<file path="config.mk">
export PLATFORM = sky130hd
export DESIGN_NAME = jump_return_stack
export DESIGN_NICKNAME = d
export VERILOG_FILES = /design/src/rtl/jump_return_stack_pkg.sv /design/src/rtl/jump_return_stack_stack_mem.sv /design/src/rtl/jump_return_stack.sv
export SDC_FILE = /design/constraint.sdc
export NUM_CORES = 1
export LEC_CHECK = 0
export BUFFER_PORTS_ARGS = -buffer_cell sky130_fd_sc_hd__buf_2
export CAP_MARGIN = 20
export CELL_PAD_IN_SITES_DETAIL_PLACEMENT = 0
export CELL_PAD_IN_SITES_GLOBAL_PLACEMENT = 2
export CORE_MARGIN = 5
export CORE_UTILIZATION = 45
export CTS_BUF_LIST = sky130_fd_sc_hd__clkbuf_2 sky130_fd_sc_hd__clkbuf_4 sky130_fd_sc_hd__clkbuf_8
export DETAILED_ROUTE_END_ITERATION = 12
export GPL_ROUTABILITY_DRIVEN = 0
export PLACE_DENSITY_LB_ADDON = 0.05
export SLEW_MARGIN = 30
export SYNTH_ARGS = -nofsm -noshare
export SYNTH_HDL_FRONTEND = slang
export SYNTH_SLANG_ARGS = --single-unit
export TNS_END_PERCENT = 5
</file>
<file path="constraint.sdc">
create_clock -name clk -period 3.99 [get_ports clk]
set_clock_uncertainty 0.1 [all_clocks]
set_input_delay 0 -clock clk [delete_from_list [all_inputs] [get_ports clk]]
set_output_delay 0 -clock clk [all_outputs]
set_load 0.02 [all_outputs]
</file>
<file path="src/rtl/jump_return_stack_pkg.sv">
`default_nettype none
// ============================================================================
// Module : jump_return_stack_pkg
// Brief  : Shared defaults and opcode-bit decode for the return-address stack.
// Rev    : 1.0
// ============================================================================
package jump_return_stack_pkg;

  localparam int JRS_WIDTH_DEF = 16;
  localparam int JRS_DEPTH_DEF = 16;

  localparam int OP_JUMP_BIT  = 14;
  localparam int OP_STORE_BIT = 15;

  // Program-RAM opcode decode used where the stack is instantiated.
  function automatic logic jrs_decode_push(input logic [15:0] op_word);
    return op_word[OP_JUMP_BIT] & ~op_word[OP_STORE_BIT];
  endfunction

  function automatic logic jrs_decode_pop(input logic [15:0] op_word);
    return op_word[OP_JUMP_BIT] & op_word[OP_STORE_BIT];
  endfunction

endpackage
`default_nettype wire

</file>
<file path="src/rtl/jump_return_stack_stack_mem.sv">
`default_nettype none
// ============================================================================
// Module : stack_mem
// Brief  : DEPTH x WIDTH register array, one sync write port, async read port.
// Rev    : 1.0
// ============================================================================
module stack_mem
  import jump_return_stack_pkg::*;
#(
  parameter int WIDTH = JRS_WIDTH_DEF,
  parameter int DEPTH = JRS_DEPTH_DEF,
  parameter int AW    = $clog2(DEPTH)
) (
  input  logic             clk,
  input  logic             we_i,
  input  logic [AW-1:0]    waddr_i,
  input  logic [WIDTH-1:0] wdata_i,
  input  logic [AW-1:0]    raddr_i,
  output logic [WIDTH-1:0] rdata_o
);

  // Contents are deliberately left uninitialised; readers gate with occupancy.
  logic [WIDTH-1:0] mem_q [DEPTH];

  always_ff @(posedge clk) begin
    if (we_i) begin
      mem_q[waddr_i] <= wdata_i;
    end
  end

  assign rdata_o = mem_q[raddr_i];

endmodule
`default_nettype wire

</file>
<file path="src/rtl/jump_return_stack.sv">
`default_nettype none
// ============================================================================
// Module : jump_return_stack
// Brief  : LIFO return-address stack with replace-top and reject pulses.
// Rev    : 1.0
// ============================================================================
module jump_return_stack
  import jump_return_stack_pkg::*;
#(
  parameter int WIDTH = JRS_WIDTH_DEF,
  parameter int DEPTH = JRS_DEPTH_DEF
) (
  input  logic                     clk,
  input  logic                     reset,
  input  logic [WIDTH-1:0]         datain,
  input  logic                     push,
  input  logic                     pop,
  output logic [WIDTH-1:0]         dataout,
  output logic                     empty,
  output logic                     full,
  output logic [$clog2(DEPTH):0]   count,
  output logic                     overflow,
  output logic                     underflow
);

  localparam int AW = $clog2(DEPTH);
  localparam int CW = AW + 1;

  logic [CW-1:0]    cnt_q, cnt_d;
  logic             ovf_q, ovf_d;
  logic             udf_q, udf_d;
  logic             w_we;
  logic [AW-1:0]    w_waddr;
  logic [AW-1:0]    w_top_idx;
  logic [WIDTH-1:0] w_rdata;
  logic             w_empty;
  logic             w_full;

  assign w_empty   = (cnt_q == '0);
  assign w_full    = (cnt_q == CW'(DEPTH));
  // Low bits wrap to DEPTH-1 when full, which is exactly the top entry.
  assign w_top_idx = cnt_q[AW-1:0] - AW'(1);

  always_comb begin
    cnt_d   = cnt_q;
    ovf_d   = 1'b0;
    udf_d   = 1'b0;
    w_we    = 1'b0;
    w_waddr = cnt_q[AW-1:0];
    case ({push, pop})
      2'b10: begin
        if (!w_full) begin
          w_we  = 1'b1;
          cnt_d = cnt_q + CW'(1);
        end else begin
          ovf_d = 1'b1;
        end
      end
      2'b01: begin
        if (!w_empty) begin
          cnt_d = cnt_q - CW'(1);
        end else begin
          udf_d = 1'b1;
        end
      end
      2'b11: begin
        w_we = 1'b1;
        if (!w_empty) begin
          w_waddr = w_top_idx;
        end else begin
          cnt_d = CW'(1);
        end
      end
      default: ;
    endcase
  end

  always_ff @(posedge clk or negedge reset) begin
    if (!reset) begin
      cnt_q <= '0;
      ovf_q <= 1'b0;
      udf_q <= 1'b0;
    end else begin
      cnt_q <= cnt_d;
      ovf_q <= ovf_d;
      udf_q <= udf_d;
    end
  end

  stack_mem #(
    .WIDTH (WIDTH),
    .DEPTH (DEPTH),
    .AW    (AW)
  ) u_stack_mem (
    .clk     (clk),
    .we_i    (w_we),
    .waddr_i (w_waddr),
    .wdata_i (datain),
    .raddr_i (w_top_idx),
    .rdata_o (w_rdata)
  );

  assign dataout   = w_empty ? '0 : w_rdata;
  assign empty     = w_empty;
  assign full      = w_full;
  assign count     = cnt_q;
  assign overflow  = ovf_q;
  assign underflow = udf_q;

endmodule
`default_nettype wire

</file>
==> results of run 1 <==
## cells in the mapped netlist (all sizes together) (5+ instances only)
cell and number:
buf 19, clkbuf 9, dfrtp 7, edfxtp 256, ha 5, inv 6, mux2i 33, mux4 65
nand2 7, nor2 23, o22ai 16
## layout make-up
type / instances / area, um^2
Fill cell: 1874 / 10900
Sequential cell: 263 / 7870
Multi-Input combinational cell: 200 / 2580
Clock buffer: 62 / 753
Timing Repair Buffer: 91 / 676
Tap cell: 319 / 399
Clock inverter: 13 / 82.6
Inverter: 6 / 22.5
## through the flow
stage               utilization [%]  hold WS, ns  instance area, um^2  cells
floorplan                         -       -0.396                10500    497
global placement               48.7       -0.248                11300    858
detailed placement             48.7       -0.245                11300    858
CTS                            53.2        0.265                12400    954
global route                   53.2        0.286                12400    954
finish                         53.2        0.298                12400    954
## critical path, cell delays in order, from the launching register on
cell     delay (ns)
dfrtp_4        0.40
buf_4          0.62
buf_4          0.73
mux4_2         0.60
mux2i_1        0.20
o22ai_1        0.14
buf_2          0.20
## state kept, by name (all words and copies together) (netlist names)
name / count
count: 5
overflow: 1
underflow: 1
u_stack_mem.mem_q: 256
## cells by family after synthesis
group,after synthesis,share of synthesized area (%)
xor+xnor,4,0.332
simple gates,51,2.66
buf+inv,34,1.63
compound gates,37,2.62
flops,263,74.5
fa+ha+maj,6,0.783
mux,102,17.4
## report_power, final
part	total (W)	internal [W]	switching (W)
Clock	0.00227	0.00127	0.000995
Combinational	0.00400	0.00169	0.00231
Sequential	0.00347	0.00334	0.000123
Total	0.00974	0.00631	0.00343
## final timing paths
| kind | end |
|---|---|
| worst max-delay path | dataout[10] |
| worst min-delay path | u_stack_mem.mem_q[14][6] |
| worst max register to register | u_stack_mem.mem_q[8][9] |
| worst min register to register | overflow |
| max in group asynchronous | count[0] |
| min in group asynchronous | count[3] |
## per-layer routing
layer | up-vias | part of all wire (%) | track usage (%) | wire length, um
met1 | 2800 | 46 | 24.9 | 10400
met4 | 0 | 1.4 | 4.42 | 313
li1 | 2299 | - | - | -
met5 | - | 0 | 0 | 0
met2 | 114 | 49 | 29.1 | 11200
met3 | 27 | 4.1 | 3.46 | 931
==> impl_results.md, run 1 <==
- Status: complete, no violations
- Fraction of registers with async set/reset: 2.66%
- Power Dens Cells: 786 mW/mm^2
- Worst hold path depth: 2
- Hold Path Class: in2reg
- Top_reg_cell synth: edfxtp_1
- Count of final hold-check violations: 0
- Antenna violations before repair: 0
- Reg2Reg Launch Point: count[1]
- Yosys top cell by area: edfxtp_1
- Most frequent cells in the layout: edfxtp_1 (256), mux4_2 (65), clkbuf_8 (46)
- Pre-CTS setup slack: 0.557 ns
- Clk buf depth: 3
- Wire length per cell: 24.0 um
- Die X: 163 um
- Overall Global Routing Usage: 17.8%
- Setup Buffers After CTS: 0
- I/O Buffers: 44
- Sequential share of the synthesized area: 74.5%
- TritonCTS buffer count: 44
- Crit Path Category: reg2out
- Synthesis-stage register bit count: 263
- CTS Sinks: 263
- Reg2reg setup slack: 0.53 ns
- Fin crit share: 89.8%
- Crit path capture type: output port
- Row Count: 56
- I/O pins: 45
- Max Freq: 279 MHz
- Post_cts resized: 0
- Mapped Area: 0.0105 mm^2
- Min-delay src: datain[6]
- Drt first-iter violations: 374
- Crit. Startpoint: count[0]
- Maxcap violations: 0
- CTS tree: done
- Syn_nets: 523
- Largest cells by area after synthesis: edfxtp_1 (73%), mux4_2 (14%), mux2i_1 (3.1%)
- Total gr overflow: 0
- Area Overhead vs Synth: 17.4%
- Fraction of layout cells with a size suffix above 1: 37.2%
- CP max FO: 44
- Detailed-route wire length: 22900 um
- Worst EP arrival: 3.48 ns
- Area of the die: 0.0266 mm^2
- Placeable Area: 0.0233 mm^2
- Final min period: 3.58 ns
- Clock Tree Root: clkbuf_8
- RSZ-0062 raised after global routing: no
- DRC: 0
- Commonest non-fill, non-tap cell in the layout: edfxtp_1
- Largest net degree at the start of global routing: 45
- Cells on worst reg2reg path: 8
- Nets@finish: 632
- CP Launch Type: flop
- Setup_tns: 0 ns
- PnR Total Power: 0.00974 W
- First-pass GRT wire length: 35100 um
- Ys Warns: 0
- Worst IR Drop VDD: 0.000441 V
- DP HPWL: 13600 um
- Slew margin rel.: 47.5%
- Max Transition Viols Final: 0
- Post-synth EDFFs: 256
- Drt via density: 5.49
- Final setup margin: 0.407 ns
- Distinct cells, synth: 47
- N_diodes: 0
- Chip height: 163 um
- Routed via count: 5240
- Pre-antenna DRT Iters: 4
- Clk pin slew, worst setup/hold paths: 0.06 ns
- Hold_buf cts: 21
- Clk_lat worst skew: 0.54 ns
- H-tree levels: 2
- Post-Synthesis Cells: 497
- Synth top area share: 72.9%
- Final ANT Viol Nets: 0
- Starting Density: 45.3%
- Syn_area_per_cell: 21.2 um^2
- Worst-Margin Slew: 0.788 ns
- P_leak: 4.19 nW
- CP required: 3.89 ns
- Vias in the first global route: 5631
- Final setup vio count: 0
(Power assumes the default switching activity.)
==> run 2, diff against run 1 <==
==> constraint.sdc (replaced) <==
create_clock -name clk -period 3.99 [get_ports clk]
set_clock_uncertainty 0.1 [all_clocks]
set_input_delay 0.5985 -clock clk [delete_from_list [all_inputs] [get_ports clk]]
set_output_delay 0.5985 -clock clk [all_outputs]
set_load 0.02 [all_outputs]
==> impl_results.md, run 2 (synthesis results as in run 1) <==
- Power Dens Cells: 813 mW/mm^2 (+3.3%)
- CTS tree: done
- N_diodes: 0 (unchanged)
- Drt first-iter violations: 402 (+7.5%)
- Final setup vio count: 0 (unchanged)
- Share of power burned in registers: 34.2% (-1.4 points)
- H-tree levels: 2 (unchanged)
- Drt via density: 5.54 (+0.83%)
- Buffers & Inverters on Critical Path: 3 (unchanged)
- Worst path max stage delay: 0.62 ns (-0.11 ns)
- TritonCTS buffer count: 43 (-2.3%)
- Net switching power: 0.00356 W (+3.8%)
- P_leak: 4.19 nW (about the same)
- Fraction of layout cells with a size suffix above 1: 39.6% (+2.4 points)
- Fin crit share: 94.0% (+4.2 points)
- CP required: 3.29 ns (-0.60 ns)
- Kind of cell adding the most delay to the critical path: buffers and inverters
- Overall Global Routing Usage: 18.4% (+0.61 points)
- Crit Path Category: reg2out
- Wire length per cell: 25.1 um (+4.7%)
- Routed via count: 5278 (+0.73%)
- Biggest register: u_stack_mem.mem_q
- CP cell instances: inv_1 > ha_2 > buf_4 > mux4_2 > mux2i_1 > o22ai_1 > buf_2
- Crit path capture type: output port
- Switching Share: 35.5% (+0.36 points)
- Most frequent cells in the layout: edfxtp_1 (256), mux4_2 (65), clkbuf_8 (44), buf_2 (44), buf_4 (37)
- Maxcap violations: 0 (unchanged)
- Clock Tree Root: clkbuf_8
- Antenna violations before repair: 0 (unchanged)
- Layout fillers: 1908 (+1.8%)
- Clock Power Share: 22.1% (-1.2 points)
- Worst r2r dst: u_stack_mem.mem_q[14][6]
- Internal: 0.00645 W (+2.2%)
- Clk_lat worst skew: 0.54 ns (about the same)
- Reg2Reg Launch Point: count[1]
- Worst IR Drop VDD: 0.000404 V (-8.4%)
- CTS Sinks: 263 (unchanged)
- Reg2reg setup slack: 0.88 ns (+0.35 ns)
- Area Overhead vs Synth: 16.8%
- Worst EP arrival: 3.05 ns (-0.43 ns)
- Placeable Area: 0.0233 mm^2 (unchanged)
- Setup_tns: 0 ns (unchanged)
- Slew margin rel.: 41.6% (-5.9 points)
- DP HPWL: 14100 um (+3.7%)
- Worst-Margin Slew: 0.876 ns (+0.0879 ns)
- Chip height: 163 um (unchanged)
- Starting Density: 45.3% (unchanged)
- Combinational cell fraction of total power: 43.7% (+2.6 points)
- Register Area: 0.00787 mm^2 (unchanged)
- Final min period: 3.75 ns (+0.168 ns)
- Clk pin slew, worst setup/hold paths: 0.06 ns (about the same)
- Vias in the first global route: 5588 (-0.76%)
- I/O Buffers: 44 (unchanged)
- Clk buf depth: 3 (unchanged)
- I/O pins: 45 (unchanged)
- Hold Path Class: in2async
- Critical-path top delay cell: ha_2
- Max Freq: 267 MHz (-4.5%)
- CP Launch Type: flop
- DRC: 0 (unchanged)
- Pre-antenna DRT Iters: 6 (+2)
- Nets@finish: 628 (-0.63%)
- Total gr overflow: 0 (unchanged)
- Commonest non-fill, non-tap cell in the layout: edfxtp_1
- Die X: 163 um (unchanged)
- Row Count: 56 (unchanged)
- Cells on worst reg2reg path: 8 (unchanged)
- Largest net degree at the start of global routing: 43 (-4.4%)
- Detailed-route wire length: 23900 um (+4.6%)
- Hold WS: 0.328 ns (+0.0304 ns)
- Post_cts resized: 0 (unchanged)
- Count of final hold-check violations: 0 (unchanged)
- RSZ-0062 raised after global routing: no
- Status: complete, no violations
- Max reg flops: 256 (unchanged)
- Multi-input gate area: 0.00259 mm^2 (+0.19%)
- CP max FO: 19 (-57%)
- First-pass GRT wire length: 35500 um (+1.2%)
- Final ANT Viol Nets: 0 (unchanged)
- Max Transition Viols Final: 0 (unchanged)
- Area of the die: 0.0266 mm^2 (unchanged)
==> run 2: per-layer routing <==
| layer | part of all wire [%] | GRT usage, % | wire (um) | vias up |
|---|---|---|---|---|
| li1 | - | - | - | 2293 |
| met5 | 0 | 0 | 0 | - |
| met4 | 1.9 | 5.15 | 446 | 0 |
| met2 | 48 | 29.1 | 11400 | 143 |
| met1 | 45 | 26.5 | 10700 | 2806 |
| met3 | 5.3 | 3.46 | 1280 | 36 |
==> run 2: timing repair <==
action,4_1_cts,5_1_grt
hold buffers,1,0
endpoints found under the setup margin,0,2
hold endpoints to repair,7,0
buffers inserted,0,5
==> run 2: power groups by stage <==
stage	clock network [W]	registers (W)	logic (W)
after global routing	0.00241	0.00344	0.00467
after detailed placement	0	0.00348	0.00428
after global placement	0	0.00346	0.00426
after CTS	0.00228	0.00342	0.00430
after floorplan	0	0.00349	0.00284
final	0.00221	0.00342	0.00438
==> run 2: area by class of cell <==
type                            count  area share (%)
Clock buffer                       55            5.59
Clock inverter                     22            1.02
Inverter                            6           0.183
Multi-Input combinational cell    200            21.0
Sequential cell                   263            63.9
Tap cell                          319            3.24
Timing Repair Buffer               88            5.10
==> run 2: through the flow <==
step	area (um^2)	total power [W]	worst slack [ns]	util [%]	std cells
2_1_floorplan	10500	0.00632	0.418	-	497
3_3_place_gp	11400	0.00772	0.715	49.1	870
3_5_place_dp	11400	0.00776	0.680	49.1	870
4_1_cts	12200	0.0100	0.0860	52.6	948
5_1_grt	12300	0.0105	0.145	52.9	953
6_report	12300	0.0100	0.239	52.9	953
==> run 2: how the worst max path moves through the flow <==
stage	from	endpoint	slack (ns)	depth (start not counted)
final	count[0]	dataout[15]	0.24	7
after detailed placement	count[0]	dataout[8]	0.68	8
after floorplan	count[0]	u_stack_mem.mem_q[11][0]	0.42	10
after global placement	count[0]	dataout[10]	0.71	8
after CTS	count[0]	dataout[8]	0.09	8
after global routing	count[0]	dataout[15]	0.15	7
==> run 3, diff against run 2 <==
==> constraint.sdc (replaced) <==
create_clock -name clk -period 3.99 [get_ports clk]
set_clock_uncertainty 0.1 [all_clocks]
set_input_delay 0.1995 -clock clk [delete_from_list [all_inputs] [get_ports clk]]
set_output_delay 0.1995 -clock clk [all_outputs]
set_load 0.02 [all_outputs]
==> impl_results.md, run 3 (synthesis results as in run 1) <==
- Status: complete, no violations
- Setup_tns: 0 ns (unchanged)
- Hold Path Class: in2reg
- Crit path capture type: output port
- Placeable Area: 0.0233 mm^2 (unchanged)
- Buffers & Inverters on Critical Path: 3 (unchanged)
- Kind of cell adding the most delay to the critical path: buffers and inverters
- Chip height: 163 um (unchanged)
- CP required: 3.69 ns (+0.40 ns)
- Worst EP arrival: 3.20 ns (+0.15 ns)
- Final ANT Viol Nets: 0 (unchanged)
- CTS Sinks: 263 (unchanged)
- Area Overhead vs Synth: 17.9%
- Worst-Margin Slew: 0.805 ns (-0.0703 ns)
- Max reg flops: 256 (unchanged)
- Clock Tree Root: clkbuf_8
- Clk_lat worst skew: 0.56 ns (+0.02 ns)
- Most frequent cells in the layout: edfxtp_1 (256), mux4_2 (65), clkbuf_8 (44), buf_2 (44), mux2i_1 (33)
- Worst IR Drop VDD: 0.000451 V (+12%)
- Commonest non-fill, non-tap cell in the layout: edfxtp_1
- Wire length per cell: 24.5 um (-2.3%)
- Clk pin slew, worst setup/hold paths: 0.07 ns (about the same)
- Row Count: 56 (unchanged)
- Starting Density: 45.3% (unchanged)
- CP max FO: 11 (-8)
- CTS tree: done
- Critical-path top delay cell: a21oi_2
- Count of final hold-check violations: 0 (unchanged)
- Final setup vio count: 0 (unchanged)
- Fraction of layout cells with a size suffix above 1: 37.0% (-2.5 points)
- Overall Global Routing Usage: 18.1% (-0.31 points)
- Max Freq: 286 MHz (+7.3%)
- Clk buf depth: 3 (unchanged)
- RSZ-0062 raised after global routing: no
- Total gr overflow: 0 (unchanged)
- Worst path max stage delay: 0.64 ns (+0.02 ns)
- Crit Path Category: reg2out
- N_diodes: 0 (unchanged)
- Antenna violations before repair: 0 (unchanged)
- I/O Buffers: 44 (unchanged)
- Max Transition Viols Final: 0 (unchanged)
- Area of the die: 0.0266 mm^2 (unchanged)
- Nets@finish: 631 (+0.48%)
- Fin crit share: 87.6% (-6.4 points)
- Maxcap violations: 0 (unchanged)
- Drt first-iter violations: 337 (-16%)
- DP HPWL: 14100 um (-0.48%)
- Final min period: 3.50 ns (-0.255 ns)
- Power Dens Cells: 799 mW/mm^2 (-1.7%)
- CP Launch Type: flop
- Slew margin rel.: 46.3% (+4.7 points)
- Routed via count: 5233 (-0.85%)
- P_leak: 4.21 nW (+0.41%)
- CP cell instances: inv_1 > ha_2 > nor2b_1 > nor2_1 > a21oi_2 > buf_4 > o22ai_1 > buf_2
- Layout fillers: 1886 (-1.2%)
- Biggest register: u_stack_mem.mem_q
- Vias in the first global route: 5598 (+0.18%)
- Detailed-route wire length: 23400 um (-2.0%)
- Largest net degree at the start of global routing: 53 (+23%)
- H-tree levels: 2 (unchanged)
- DRC: 0 (unchanged)
- I/O pins: 45 (unchanged)
- Drt via density: 5.47 (-1.2%)
- Pre-antenna DRT Iters: 4 (-2)
- Final core utilization: 53.4% (+0.50 points)
- First-pass GRT wire length: 35100 um (-1.1%)
- Setup Buffers After CTS: 0 (unchanged)
- Die X: 163 um (unchanged)
- TritonCTS buffer count: 44 (+2.3%)
[run 3: changes by cell type in the layout (fill, tap and decap cells not counted), sizes merged]
| cell | change |
|---|---|
| dlygate4sd3 | +18 |
| buf | -16 |
| bufinv | +2 |
| clkbuf | -1 |
| clkinv | -2 |
| inv | +2 |
[run 3: worst reg2reg max path, stage by stage (launching register included)]
cell and delay (ns):
dfrtp_1 0.52, inv_1 0.26, ha_2 0.26, or4b_4 0.57, inv_2 0.13, o31ai_1 0.11, a211o_1 0.37, nor2_2 0.45
buf_4 0.28
[run 3: final timing paths]
kind,startpoint,end,slack [ns],cells after the start
setup / recovery,count[1],dataout[15],0.49,8
hold reg to reg,count[4],count[4],0.62,1
min in group asynchronous,reset,count[3],0.51,3
setup reg to reg,count[1],u_stack_mem.mem_q[8][10],0.65,8
max in group asynchronous,reset,count[0],2.98,3
hold / removal,push,overflow,0.05,3
[run 3: routing by layer]
layer  global-route usage [%]  vias up  wire length (um)
li1                         -     2302                 -
met2                     29.9      114             11600
met3                     3.48       33               875
met4                     4.73        0               382
met1                     24.9     2784             10500
met5                        0        -                 0
[run 3: stage by stage]
stage	worst slack [ns]	hold slack [ns]	power (W)	cells	cell area, um^2
2_1_floorplan	0.418	-0.196	0.00632	497	10500
3_3_place_gp	0.735	-0.0500	0.00766	859	11400
3_5_place_dp	0.636	-0.0475	0.00767	859	11400
4_1_cts	0.439	0.0144	0.0101	956	12400
5_1_grt	0.323	0.0521	0.0105	956	12400
6_report	0.494	0.0478	0.00993	956	12400
[run 3: power by group]
group          switching [W]  total [W]  internal (W)
logic                0.00234    0.00406       0.00172
registers           0.000128    0.00347       0.00334
clock network        0.00107    0.00240       0.00133
total                0.00353    0.00993       0.00640
[run 3: cell type report]
class,instances,area (um^2),share of cell area (%)
sequential,263,7870,63.3
multi-input combinational,200,2580,20.8
clock buffer,54,681,5.47
timing repair buffer,90,679,5.46
tap,319,399,3.21
clock inverter,24,203,1.63
inverter,6,22.5,0.181
[run 3: repair_timing]
item | CTS | global route
endpoints found under the hold margin | 264 | 0
hold buffers | 19 | 0
resized for setup | 0 | 0
